<file path="src/rtl/fetch_pc_dreg_pkg.sv">
// Shared constants and the D-stage register layout for the fetch stage.
// Holds the ISA encodings used by fetch (R-type opcode, J opcode, "no register").
package fetch_pc_dreg_pkg;

    localparam logic [5:0]  IROP         = 6'b000000;
    localparam logic [5:0]  IJ           = 6'b000010;
    localparam logic [4:0]  RNONE        = 5'd0;
    localparam logic [5:0]  NOP_FUNC     = 6'b000000;
    localparam logic [31:0] RESET_PC_DEF = 32'h0000_0000;

    typedef struct packed {
        logic [5:0]  op;
        logic [5:0]  func;
        logic [4:0]  rs;
        logic [4:0]  rt;
        logic [4:0]  rd;
        logic [31:0] valc;
        logic [31:0] valp;
        logic        valid;
    } d_reg_t;

    // An injected bubble is sll $0,$0,0 with no valid PC attached.
    function automatic d_reg_t nop_dreg(input logic [5:0] nop_func);
        d_reg_t r;
        r.op    = IROP;
        r.func  = nop_func;
        r.rs    = RNONE;
        r.rt    = RNONE;
        r.rd    = RNONE;
        r.valc  = 32'd0;
        r.valp  = 32'd0;
        r.valid = 1'b0;
        return r;
    endfunction

endpackage

</file>
<file path="src/rtl/fetch_pc_dreg_pc_select.sv">
// Combinational next-PC mux: redirect > stall > jump predict > sequential.
// Jump prediction is compiled in only when FETCH_JUMP_PREDICT_EN is defined.
module pc_select
    import fetch_pc_dreg_pkg::*;
(
    input  logic [31:0] pc_i,
    input  logic        redirect_i,
    input  logic [31:0] target_i,
    input  logic        stall_i,
    input  logic [5:0]  op_i,
    input  logic [31:0] valc_i,
    output logic [31:0] seq_pc_o,
    output logic [31:0] next_pc_o
);

    logic unused_ok;

    assign seq_pc_o  = pc_i + 32'd4;
    assign unused_ok = ^{target_i[1:0], valc_i, op_i};

    always_comb begin
        next_pc_o = seq_pc_o;
        if (redirect_i) begin
            // Targets are always word aligned; stray low bits are dropped.
            next_pc_o = {target_i[31:2], 2'b00};
        end else if (stall_i) begin
            next_pc_o = pc_i;
        end
`ifdef FETCH_JUMP_PREDICT_EN
        else if (op_i == IJ) begin
            next_pc_o = {seq_pc_o[31:28], valc_i[25:0], 2'b00};
        end
`endif
    end

endmodule

</file>
<file path="src/rtl/fetch_pc_dreg.sv">
// Fetch-stage PC register plus F->D pipeline register with stall/bubble/redirect.
// Define FETCH_JUMP_PREDICT_EN to redirect fetch on J in the fetch stage itself.
module fetch_pc_dreg
    import fetch_pc_dreg_pkg::*;
#(
    parameter logic [31:0] RESET_PC   = RESET_PC_DEF,
    parameter logic [5:0]  NOP_FUNC_P = NOP_FUNC
) (
    input  logic        clk,
    input  logic        rst,
    input  logic [5:0]  f_op,
    input  logic [5:0]  f_func,
    input  logic [4:0]  f_rs,
    input  logic [4:0]  f_rt,
    input  logic [4:0]  f_rd,
    input  logic [31:0] f_valC,
    input  logic        F_stall,
    input  logic        D_stall,
    input  logic        D_bubble,
    input  logic        e_redirect,
    input  logic [31:0] e_target,
    output logic [31:0] F_valP,
    output logic [5:0]  D_op,
    output logic [5:0]  D_func,
    output logic [4:0]  D_rs,
    output logic [4:0]  D_rt,
    output logic [4:0]  D_rd,
    output logic [31:0] D_valC,
    output logic [31:0] D_valP,
    output logic        D_valid
);

    logic [31:0] pc_q, pc_d, seq_pc;
    d_reg_t      d_q, d_d;

    pc_select u_pc_select (
        .pc_i       (pc_q),
        .redirect_i (e_redirect),
        .target_i   (e_target),
        .stall_i    (F_stall),
        .op_i       (f_op),
        .valc_i     (f_valC),
        .seq_pc_o   (seq_pc),
        .next_pc_o  (pc_d)
    );

    // A squashed or frozen-fetch slot becomes a NOP so no instruction is seen twice.
    always_comb begin
        d_d = d_q;
        if (e_redirect || D_bubble) begin
            d_d = nop_dreg(NOP_FUNC_P);
        end else if (D_stall) begin
            d_d = d_q;
        end else if (F_stall) begin
            d_d = nop_dreg(NOP_FUNC_P);
        end else begin
            d_d.op    = f_op;
            d_d.func  = f_func;
            d_d.rs    = f_rs;
            d_d.rt    = f_rt;
            d_d.rd    = f_rd;
            d_d.valc  = f_valC;
            d_d.valp  = seq_pc;
            d_d.valid = 1'b1;
        end
    end

    always_ff @(posedge clk or posedge rst) begin
        if (rst) begin
            pc_q <= RESET_PC;
            d_q  <= nop_dreg(NOP_FUNC_P);
        end else begin
            pc_q <= pc_d;
            d_q  <= d_d;
        end
    end

    assign F_valP  = pc_q;
    assign D_op    = d_q.op;
    assign D_func  = d_q.func;
    assign D_rs    = d_q.rs;
    assign D_rt    = d_q.rt;
    assign D_rd    = d_q.rd;
    assign D_valC  = d_q.valc;
    assign D_valP  = d_q.valp;
    assign D_valid = d_q.valid;

endmodule

</file>
<file path="config.mk">
export PLATFORM = sky130hd
export DESIGN_NAME = fetch_pc_dreg
export DESIGN_NICKNAME = d
export VERILOG_FILES = /design/src/rtl/fetch_pc_dreg_pkg.sv /design/src/rtl/fetch_pc_dreg_pc_select.sv /design/src/rtl/fetch_pc_dreg.sv
export SDC_FILE = /design/constraint.sdc
export NUM_CORES = 1
export LEC_CHECK = 0
export BUFFER_PORTS_ARGS = -buffer_cell sky130_fd_sc_hd__buf_2
export CAP_MARGIN = 10
export CORE_ASPECT_RATIO = 0.8
export CORE_MARGIN = 4
export CORE_UTILIZATION = 25
export DETAILED_ROUTE_END_ITERATION = 7
export PLACE_DENSITY = 0.5
export SLEW_MARGIN = 20
export SYNTH_ARGS = -nofsm -noshare
export SYNTH_HDL_FRONTEND = slang
export SYNTH_SLANG_ARGS = --single-unit
</file>
<file path="constraint.sdc">
create_clock -name clk -period 6.98 [get_ports clk]
set_clock_uncertainty 0.15 [all_clocks]
set_input_delay 1.047 -clock clk [delete_from_list [all_inputs] [get_ports clk]]
set_output_delay 1.047 -clock clk [all_outputs]
set_load 0.01 [all_outputs]
</file>
==> impl_metrics.py <==
metrics = {
    "status": {
        "status": "finished clean",
    },
    "critical_path": {
        "worstReg2RegStart": "F_valP[10]$_DFFE_PP0N_",
        "critical_path_class": "input port to flip-flop",
        "critPathCaptureType": "flip-flop",
        "crit_arrival_ns": 2.88,
        "crit_path_top_delay_cell": "or4_2",
        "worstPathMaxFanout": 62,
        "crit_chain": "buf_2 > buf_4 > or4_2 > o21ai_0",
        "start_kind": "input port",
        "max_stage_delay_ns": 1.10,
        "required_ns": 7.14,
        "setup.worst_path.start": "e_redirect",
    },
    "layout": {
        "fin_cells": 979,
        "num-nets-final": 794,
        "drive_gt1_share_pct": 37.4,
        "fin_util_pct": 34.4,
        "area_growth_syn_to_layout_pct": 33.8,
    },
    "global_route": {
        "gr-usage-met1_pct": 19.2,
        "antenna_found_initial": 3,
        "overflow": 0,
        "track_usage_pct": 13.7,
        "grt_pass1_vias": 4525,
        "grt_pass1_wl_um": 25700,
        "met2_usage_pct": 20.2,
        "grt_max_degree": 65,
        "met3_usage_pct": 4.22,
        "grt.busiest_layer": "met2",
    },
    "clock_network": {
        "htreeDepth": 4,
        "cts_tree": "built",
        "postCtsResizedCells": 0,
        "post_cts_buffers": 0,
        "cts_hold_buf": 0,
        "clkSlewWorstSetupHoldPaths_ns": 0.05,
        "cts_inserted_buffers": 17,
        "root_buffer": "clkbuf_16",
        "clk_latency_ns": 0.41,
        "cts_buffer_depth": 2,
        "cts.sinks": 121,
    },
    "power_and_ir_drop": {
        "power_frac_comb_pct": 9.2,
        "switchingPower_mw": 0.470,
        "netSwitchingFraction_pct": 26.4,
        "clockPowerShare_pct": 47.7,
        "p_int_mw": 1.31,
        "vdd_drop_max_v": 0.000125,
        "p_leak_nw": 3.56,
        "cellPowerDensity_nw_per_um2": 248,
        "power_frac_seq_pct": 43.1,
    },
    "route": {
        "via_per_inst": 4.52,
        "firstDrtPassIters": 4,
        "wl_per_cell_um": 16.8,
        "drcViolationCount": 0,
        "drt_iter0_markers": 248,
        "drt_wl_total_um": 16400,
        "ant_nets": 0,
        "via_count": 4424,
    },
    "synth": {
        "ys_seq_area_share_pct": 56.3,
        "synth_cells": 495,
        "ys_seq_elements": 121,
        "ys_types": 38,
        "syn_area_per_cell_um2": 10.9,
        "ys_warn_count": 0,
        "syn_area_um2": 5380,
    },
    "sta": {
        "holdWs_ns": 0.324,
        "setup_viol": 0,
        "finalCriticalPeriod_ns": 2.72,
        "finalSetupTns_ns": 0,
        "drv_slew": 0,
        "post-route-period-util_pct": 39.0,
        "final_hold_viol_count": 0,
        "grt_setup_unrepaired": "no",
        "fmax_mhz": 368,
        "tightest_slew_ns": 0.821,
        "slew_headroom_pct": 45.3,
        "setup_ws_ns": 4.26,
    },
    "floorplanning": {
        "die-area_um2": 24000,
        "die-width_um": 172,
        "initial_core_util_pct": 25.7,
        "num_io_pins": 221,
        "coreArea_um2": 20900,
        "die_y_um": 139,
        "rows": 47,
    },
    "place": {
        "dp_slack_ns": 3.86,
        "dpl.cell_count": 946,
        "dpl.hpwl_um": 11300,
        "gp_congestion": 0.738,
        "port_buffers": 216,
    },
    "hold_path": {
        "hp-class": "flip-flop to flip-flop",
        "min_from": "D_valP[4]$_DFFE_PP0P_",
    },
    "job": {
        "cap_violations": 0,
    },
}
[metal layers]
| layer | wire (um) | vias up |
|---|---|---|
| met2 | 7350 | 139 |
| met4 | 251 | 4 |
| met1 | 7820 | 2122 |
| li1 | - | 2140 |
| met3 | 991 | 19 |
| met5 | 25 | - |
[power groups by stage]
stage	Clock [mW]	Sequential (mW)	Combinational (mW)
6_report	0.850	0.769	0.164
5_1_grt	0.910	0.774	0.185
4_1_cts	0.880	0.768	0.169
3_5_place_dp	0	0.780	0.168
3_3_place_gp	0	0.780	0.167
2_1_floorplan	0	0.782	0.0863
[placed cells by master, fill, tap and decap left out, types with 8 or more instances in the layout]
cell,n
o21ai_0,50
nor2_1,18
nand4_1,14
buf_2,216
xnor2_1,40
clkbuf_16,17
a22o_1,60
xor2_1,17
o21ai_1,8
nand2_1,72
nor3_1,11
dfrtp_1,121
[final timing paths]
kind | cells past startpoint | to | slack [ns]
max | 4 | D_valP[6]$_DFFE_PP0P_ | 4.26
min | 2 | D_valP[4]$_DFFE_PP0P_ | 0.32
max reg2reg | 5 | F_valP[27]$_DFFE_PP0N_ | 4.46
min reg2reg | 2 | D_valP[4]$_DFFE_PP0P_ | 0.32
max in group asynchronous | 3 | D_valC[26]$_DFFE_PP0P_ | 4.70
min in group asynchronous | 2 | D_valC[19]$_DFFE_PP0P_ | 0.62
[synthesized netlist by cell type]
cell               n  area share, %
or2_2              1           0.12
nor2_1            18            1.3
clkdlybuf4s50_2    1           0.21
clkbuf_1          27            1.9
o21ai_0           50            4.7
or4_1              1           0.14
o21ai_1            8           0.74
nor3b_1            2           0.28
ha_1               1           0.23
nor4_1             5           0.58
dlygate4sd1_1      1           0.16
mux2_2             1           0.21
and2_1             4           0.46
a22o_1            60            9.8
nand4_1           14            1.6
nor2b_1            3           0.35
bufbuf_16          1           0.60
nand3_1            5           0.46
nor3_2             2           0.37
nor3_4             1           0.30
inv_1              1          0.070
nand2_1           72            5.0
or4_4              1           0.21
dfrtp_1          121             56
conb_1             1          0.070
buf_4              4           0.56
and3b_1            1           0.16
nand3_2            1           0.19
and4_2             1           0.19
buf_2              3           0.28
mux2i_1            1           0.19
xor2_1            17            2.8
buf_6              3           0.63
xnor2_1           40            6.5
and4_1             4           0.65
nor3_1            11            1.0
and3_1             6           0.70
or3_1              1           0.12
[metrics by stage]
step           power (mW)  area, um2
6_report             1.78       7200
5_1_grt              1.87       7200
4_1_cts              1.82       7200
3_5_place_dp        0.949       6620
3_3_place_gp        0.947       6620
2_1_floorplan       0.868       5390
[kinds of logic after synthesis]
family / Yosys count / synth area share [%]
compound gates: 118 / 15.2
xor+xnor: 57 / 9.28
buf+inv: 41 / 4.39
mux: 2 / 0.395
fa+ha+maj: 1 / 0.232
flops: 121 / 56.3
simple gates: 154 / 14.2
other cells: 1 / 0.0697
[critical path: cells and delay by family]
family / cells / cell delay, ns
compound gates: 1 / 0.32
buf+inv: 2 / 0.38
simple gates: 1 / 1.10
[state kept, by name, indices dropped and copies added (netlist names)]
name,count
D_valid,1
D_rt,5
F_valP,30
D_valC,32
D_valP,31
D_func,6
D_rd,5
D_op,6
D_rs,5
[final cells by class]
type	instances	area (um2)
Tap cell	269	337
Inverter	1	6.26
Sequential cell	121	3030
Timing Repair Buffer	221	1120
Clock inverter	13	120
Clock buffer	19	453
Fill cell	2178	13700
Antenna cell	1	2.50
Multi-Input combinational cell	334	2130
(Power assumes the default switching activity.)
